==> config.mk <==
export PLATFORM = sky130hd
export DESIGN_NAME = ccff_config_loader
export DESIGN_NICKNAME = d
export VERILOG_FILES = /design/src/rtl/ccff_config_loader.sv
export SDC_FILE = /design/constraint.sdc
export NUM_CORES = 1
export LEC_CHECK = 0
export ABC_CLOCK_PERIOD_IN_PS = 5600
export BUFFER_PORTS_ARGS = -buffer_cell sky130_fd_sc_hd__buf_4
export CORE_ASPECT_RATIO = 0.5
export CORE_MARGIN = 1
export CORE_UTILIZATION = 63
export CTS_CLUSTER_SIZE = 30
export DETAILED_ROUTE_END_ITERATION = 16
export PLACE_DENSITY_LB_ADDON = 0.15
export SETUP_SLACK_MARGIN = 0.05
export SYNTH_ARGS = -nofsm -noshare
export SYNTH_HDL_FRONTEND = slang
export SYNTH_SLANG_ARGS = --single-unit
==> constraint.sdc <==
create_clock -name prog_clk -period 5.6 [get_ports prog_clk]
set_input_delay 0.84 -clock prog_clk [delete_from_list [all_inputs] [get_ports prog_clk]]
set_output_delay 0.84 -clock prog_clk [all_outputs]
set_load 0.02 [all_outputs]
==> src/rtl/ccff_config_loader.sv <==
// Configuration-chain loader: takes host words over valid/ready, shifts them MSB-first into
// the ccff chain and optionally checks that the tail reads zero while the chain is loaded.
module ccff_config_loader #(
    parameter int CHAIN_LEN = 62,
    parameter int WORD_W    = 8,
    parameter int CNT_W     = 16
) (
    input  logic              prog_clk,
    input  logic              pReset,
    input  logic              start,
    input  logic              abort,
    input  logic              chk_en,
    input  logic [WORD_W-1:0] cfg_data,
    input  logic              cfg_valid,
    output logic              cfg_ready,
    output logic              ccff_head,
    input  logic              ccff_tail,
    output logic              ccff_shift_en,
    output logic              busy,
    output logic              done,
    output logic              error
);

    localparam int BL_W          = $clog2(WORD_W + 1);
    localparam int NUM_WORDS     = (CHAIN_LEN + WORD_W - 1) / WORD_W;
    localparam int LAST_BITS     = CHAIN_LEN - (NUM_WORDS - 1) * WORD_W;
    localparam logic [CNT_W-1:0] NUM_WORDS_C  = CNT_W'(NUM_WORDS);
    localparam logic [CNT_W-1:0] LAST_WORD_C  = CNT_W'(NUM_WORDS - 1);
    localparam logic [CNT_W-1:0] LAST_BIT_C   = CNT_W'(CHAIN_LEN - 1);
    localparam logic [BL_W-1:0]  FULL_BITS_C  = BL_W'(WORD_W);
    localparam logic [BL_W-1:0]  LAST_BITS_C  = BL_W'(LAST_BITS);

    typedef enum logic [1:0] {
        ST_IDLE,
        ST_LOAD,
        ST_DONE
    } state_t;

    state_t            state_reg, state_next;
    logic [WORD_W-1:0] sreg_reg;
    logic [BL_W-1:0]   bits_left_reg;
    logic [CNT_W-1:0]  bit_total_reg;
    logic [CNT_W-1:0]  words_acc_reg;
    logic              chk_reg;
    logic              error_reg;

    logic shifting;
    logic accept;
    logic last_shift;
    logic start_load;

    assign shifting   = (state_reg == ST_LOAD) && (bits_left_reg != '0);
    // A new word may land on the same edge the buffer's final bit leaves, keeping shifts gapless.
    assign cfg_ready  = (state_reg == ST_LOAD) && (words_acc_reg < NUM_WORDS_C) &&
                        ((bits_left_reg == '0) || ((bits_left_reg == BL_W'(1)) && shifting));
    assign accept     = cfg_valid && cfg_ready;
    assign last_shift = shifting && (bit_total_reg == LAST_BIT_C);
    assign start_load = start && (state_reg != ST_LOAD);

    assign ccff_head     = sreg_reg[WORD_W-1];
    assign ccff_shift_en = shifting;
    assign busy          = (state_reg == ST_LOAD);
    assign done          = (state_reg == ST_DONE);
    assign error         = error_reg;

    always_ff @(posedge prog_clk or posedge pReset) begin
        if (pReset) begin
            state_reg <= ST_IDLE;
        end else begin
            state_reg <= state_next;
        end
    end

    always_comb begin
        state_next = state_reg;
        if (abort) begin
            state_next = ST_IDLE;
        end else begin
            case (state_reg)
                ST_IDLE: if (start)      state_next = ST_LOAD;
                ST_LOAD: if (last_shift) state_next = ST_DONE;
                ST_DONE: if (start)      state_next = ST_LOAD;
                default:                 state_next = ST_IDLE;
            endcase
        end
    end

    always_ff @(posedge prog_clk or posedge pReset) begin
        if (pReset) begin
            sreg_reg      <= '0;
            bits_left_reg <= '0;
            bit_total_reg <= '0;
            words_acc_reg <= '0;
            chk_reg       <= 1'b0;
            error_reg     <= 1'b0;
        end else if (abort) begin
            sreg_reg      <= '0;
            bits_left_reg <= '0;
            bit_total_reg <= '0;
            words_acc_reg <= '0;
        end else if (start_load) begin
            sreg_reg      <= '0;
            bits_left_reg <= '0;
            bit_total_reg <= '0;
            words_acc_reg <= '0;
            chk_reg       <= chk_en;
            error_reg     <= 1'b0;
        end else if (state_reg == ST_LOAD) begin
            if (shifting) begin
                sreg_reg      <= sreg_reg << 1;
                bits_left_reg <= bits_left_reg - BL_W'(1);
                bit_total_reg <= bit_total_reg + CNT_W'(1);
                if (chk_reg && ccff_tail) begin
                    error_reg <= 1'b1;
                end
                // Drop the unused low bits of the final word so they never reach the head.
                if (last_shift) begin
                    sreg_reg      <= '0;
                    bits_left_reg <= '0;
                end
            end
            if (accept) begin
                sreg_reg      <= cfg_data;
                bits_left_reg <= (words_acc_reg == LAST_WORD_C) ? LAST_BITS_C : FULL_BITS_C;
                words_acc_reg <= words_acc_reg + CNT_W'(1);
            end
        end
    end

endmodule

# == Word-level counts from Yosys, hierarchy flattened ==
# Index checks and enable logic that the tools add are counted.
# word_totals
wordCells,75
regBits,48
inputBits,15
# op_classes
order_cmp,1
addsub,3
n_mux,29
bitwise,1
reduce_logical,26
eq_ne,8
# op_table
cell,count
two-way mux 16 bit,8
two-way mux 8 bit,6
"adder 16 x 1 -> 16 bit, second input constant",2
two-way mux 4 bit,7
"equality test 16 x 3 -> 1 bit, second input constant",1
"equality test 16 x 6 -> 1 bit, second input constant",1
"less-than comparator 16 x 4 -> 1 bit, second input constant",1
AND reduction 2 bit,5
nonzero test 3 bit,3
logical AND 1 bit,8
nonzero test 4 bit,2
two-way mux 2 bit,3
nonzero test 2 bit,3
"equality test 4 x 1 -> 1 bit, second input constant",1
zero test 4 bit,1
two-way mux 1 bit,4
case mux 2 bit (2 select lines),1
AND reduction 4 bit,1
"subtractor 4 x 1 -> 4 bit, second input constant",1
"inequality test 3 x 1 -> 1 bit, second input constant",1
"inequality test 3 x 2 -> 1 bit, second input constant",1
"equality test 2 x 1 -> 1 bit, second input constant",1
"equality test 2 bit, second input constant",1
zero test 2 bit,1
other kinds (4),4

# == Logic depth before layout (Yosys ltp) ==
# depth
word_depth,10
ltp_mapped,8

# == Least setup slack after synthesis ==
# No wires, ideal clock.
# synth_timing
path_kind,register to output
start,reg bits_left_reg[0]
end,out cfg_ready
required_time_ns,4.760
stages_incl_launch_ff,5
setup_slack_ns,3.282
arrival_ns,1.478
n_path_buf,0
cell_sequence,dfrtp_1 > inv_1 > ha_1 > o2111ai_4 > nor3b_1
# synth_between
elab_chain_cells,5
# synth_lines
item,line_no,source
from (decl),41,logic [BL_W-1:0] bits_left_reg;
from (signal assigned),111,bits_left_reg <= bits_left_reg - BL_W'(1);
from (signal assigned),124,bits_left_reg <= (words_acc_reg == LAST_WORD_C) ? LAST_BITS_C : FULL_BITS_C;
nonzero test 4 bit,52,assign shifting = (state_reg == ST_LOAD) && (bits_left_reg != '0);
logical AND 1 bit,52,
logical AND 1 bit,55,((bits_left_reg == '0) || ((bits_left_reg == BL_W'(1)) && shifting));
logical OR 1 bit *,55,
logical AND 1 bit *,54,assign cfg_ready = (state_reg == ST_LOAD) && (words_acc_reg < NUM_WORDS_C) &&
to (decl),15,"output logic cfg_ready,"
# Every way passes the cells marked *; elsewhere a longest branch is shown, timed or not.

# == Worst setup path in the final report ==
# layout_timing
start,reg bits_left_reg[0]
end,out ccff_shift_en
# layout_between
elab_chain_cells,2
# layout_lines
item,line_no,source
nonzero test 4 bit,52,
logical AND 1 bit,52,
to (decl),18,"output logic ccff_shift_en,"
# Every way passes these cells.

==> impl_metrics.py <==
metrics = {
    "status": {
        "status": "complete, no violations",
    },
    "drt": {
        "routed_via_density": 6.132,
        "drt_pass1_iterations": 5,
        "drc": 0,
        "wirelength_um": 4621,
        "routedWlPerCell_um": 14.91,
        "ant_nets": 0,
        "drtIter0Drc": 106,
        "vias": 1901,
    },
    "setup_path": {
        "cp.arrival_ps": 1740,
        "crit_fanout": 6,
        "cp-end-kind": "primary output",
        "start_kind": "register",
        "critPathKind": "register to primary output",
        "required_ps": 4760,
    },
    "floorplan": {
        "fp.dieH_um": 45.42,
        "fp.coreArea_um2": 3510,
        "die_w_um": 88.83,
        "die_area_um2": 4034,
        "rows": 15,
        "initial_core_util": 0.6766,
        "boundaryPins": 21,
    },
    "timing": {
        "rsz0062_at_grt": "false",
        "tightest_slew_ps": 966.5,
        "post-route-period-util": 0.4606,
        "report.final.slew_viol_count": 0,
        "relSlewSlack": 0.3548,
        "setup-tns-final_ps": 0,
        "clock_skew_ps": 6.515,
        "period_needed_ps": 2579,
        "setup_viol": 0,
        "fmax_mhz": 387.7,
        "hold_viol_final": 0,
    },
    "logic_synthesis": {
        "synth_cell_type_count": 46,
        "async_reset_ff_frac": 1.000,
        "synth_top_family_by_area": "simple AND/OR/NAND/NOR gates",
        "ys_ff_latch": 48,
        "synth_fa_ha_area_frac": 0.03161,
        "avgSynthCellArea_um2": 9.895,
        "synth_cells": 240,
        "synth_compound_area_frac": 0.1781,
        "synthMuxAreaShare": 0.008957,
        "synth_xor_area_frac": 0.01844,
        "ys_seq_area_frac": 0.5058,
        "synth-simple-area-share": 0.2113,
        "yosys_warnings": 0,
        "ys_dominant_reg_cell": "dfrtp_1",
        "synth_nets": 261,
        "synth-edff-count": 0,
        "syn_area_um2": 2375,
    },
    "cts": {
        "clockBufferDepth": 2,
        "clock_latency_ps": 300,
        "postCtsResizedCells": 0,
        "cts_setup_buffers": 0,
        "cts_tree": "done",
        "cts.sinks": 48,
        "path_clk_slew_ps": 90,
        "htreeDepth": 2,
        "holdBufCountCts": 0,
        "cts_buffers": 5,
        "cts_root_buffer": "clkbuf_8",
    },
    "layout": {
        "drive_gt1_frac": 0.1583,
        "final_common_cell": "dfrtp_1",
        "layout.nets": 279,
        "final_cell_mix": "48 x dfrtp_1, 23 x nand2_1, 23 x o21ai_0, 23 x buf_4, 18 x a21oi_1",
        "antennaDiodeCount": 0,
        "area_delta_synth_final_pct": 13.86,
    },
    "grt": {
        "antenna_found_initial": 0,
        "grt_pass1_vias": 1745,
        "overflow": 0,
        "grt_pass1_wl_um": 7810,
        "grt_use_total": 0.2602,
        "grt_max_degree": 49,
    },
    "power_and_ir_drop": {
        "p_seq_frac": 0.456,
        "leakage_uw": 0.001222,
        "internal-power_uw": 624.2,
        "p_per_area_nw_per_um2": 301.2,
        "pwr-share-comb": 0.130,
        "switching_share": 0.2335,
        "switchingPower_uw": 190.2,
        "vdd_drop_max_v": 0.0002525,
        "total_power_uw": 814.4,
        "clock_power_share": 0.414,
    },
    "hold_path": {
        "hp-class": "register to register",
    },
    "run": {
        "cap_violations": 0,
    },
    "placed_design": {
        "place_hpwl_um": 3042,
        "gp_congestion": 0.8518,
        "portBuffers": 20,
    },
}
==> path summary, 6_finish.rpt <==
| check | from | endpoint | slack, ps | depth (start not counted) |
|---|---|---|---|---|
| max in group asynchronous | pReset | words_acc_reg[10]$_DFFE_PP0P_ | 4230 | 2 |
| max | bits_left_reg[0]$_DFFE_PP0P_ | ccff_shift_en | 3020 | 5 |
| max reg2reg | bits_left_reg[0]$_DFFE_PP0P_ | bits_left_reg[3]$_DFFE_PP0P_ | 3270 | 6 |
| min in group asynchronous | pReset | bit_total_reg[7]$_DFFE_PP0P_ | 760 | 2 |
| min | words_acc_reg[4]$_DFFE_PP0P_ | words_acc_reg[4]$_DFFE_PP0P_ | 490 | 1 |
| min reg2reg | words_acc_reg[4]$_DFFE_PP0P_ | words_acc_reg[4]$_DFFE_PP0P_ | 490 | 1 |
==> cells in the mapped netlist (3+ instances only) <==
cell / count / area, um2
dfrtp_1: 48 / 1201
ha_1: 6 / 75.07
nand3_1: 6 / 30.03
nor4_1: 4 / 25.02
and2_1: 12 / 75.07
clkbuf_1: 7 / 26.28
xor2_1: 3 / 26.28
a21oi_1: 18 / 90.09
inv_1: 9 / 33.78
and3_1: 3 / 18.77
o21ai_0: 23 / 115.1
a221oi_1: 7 / 61.31
nand2_1: 23 / 86.33
nand4_1: 8 / 50.05
nor2_1: 13 / 48.80
nor3_1: 9 / 45.04
==> worst max-delay path, cell delays in order (launching register included) <==
cell and delay (ps):
dfrtp_1 440, inv_1 110, ha_1 290, a21o_1 250, inv_1 180, buf_4 170
==> routing by layer <==
layer	vias to the layer above	GRT usage	wire, um
met3	9	0.06341	216
li1	901	-	-
met2	53	0.4308	2212
met4	0	0.06774	48
met5	-	0	0
met1	938	0.3524	2142
==> layout make-up <==
| type | count | area (um2) |
|---|---|---|
| clock buffers | 5 | 68.82 |
| clock inverters | 3 | 90.09 |
| fillers | 229 | 805.8 |
| inverters | 10 | 42.54 |
| multi-input cells | 170 | 1065 |
| flip-flops and latches | 48 | 1201 |
| well taps | 51 | 63.81 |
| repair buffers | 23 | 172.7 |
==> kinds of logic after synthesis <==
| family | after synthesis |
|---|---|
| xor gates and xnor gates | 5 |
| AOI/OAI and AO/OA | 65 |
| and+or+nand+nor | 92 |
| DFF | 48 |
| adders and majority gates | 6 |
| muxes | 2 |
| buffers and inverters | 22 |
==> power groups by stage <==
stage / clock network, uW / registers [uW] / logic (uW)
2_1_floorplan: 0 / 376 / 76.7
4_1_cts: 341 / 371 / 106
3_5_place_dp: 0 / 378 / 106
3_3_place_gp: 0 / 377 / 102
5_1_grt: 351 / 373 / 118
6_report: 337 / 371 / 106
==> through the flow <==
| step | hold WS (ps) | std cells | util | setup slack, ps | cell area, um2 |
|---|---|---|---|---|---|
| finish | 490.9 | 310 | 0.7704 | 3021 | 2704 |
| global placement | 468.9 | 302 | 0.7251 | 3234 | 2545 |
| floorplan | 453.9 | 240 | - | 3282 | 2375 |
| CTS | 496.6 | 310 | 0.7704 | 3019 | 2704 |
| detailed placement | 471.9 | 302 | 0.7251 | 3184 | 2545 |
| global route | 517.7 | 310 | 0.7704 | 2905 | 2704 |
No activity file was read; power rests on OpenSTA's default activity.
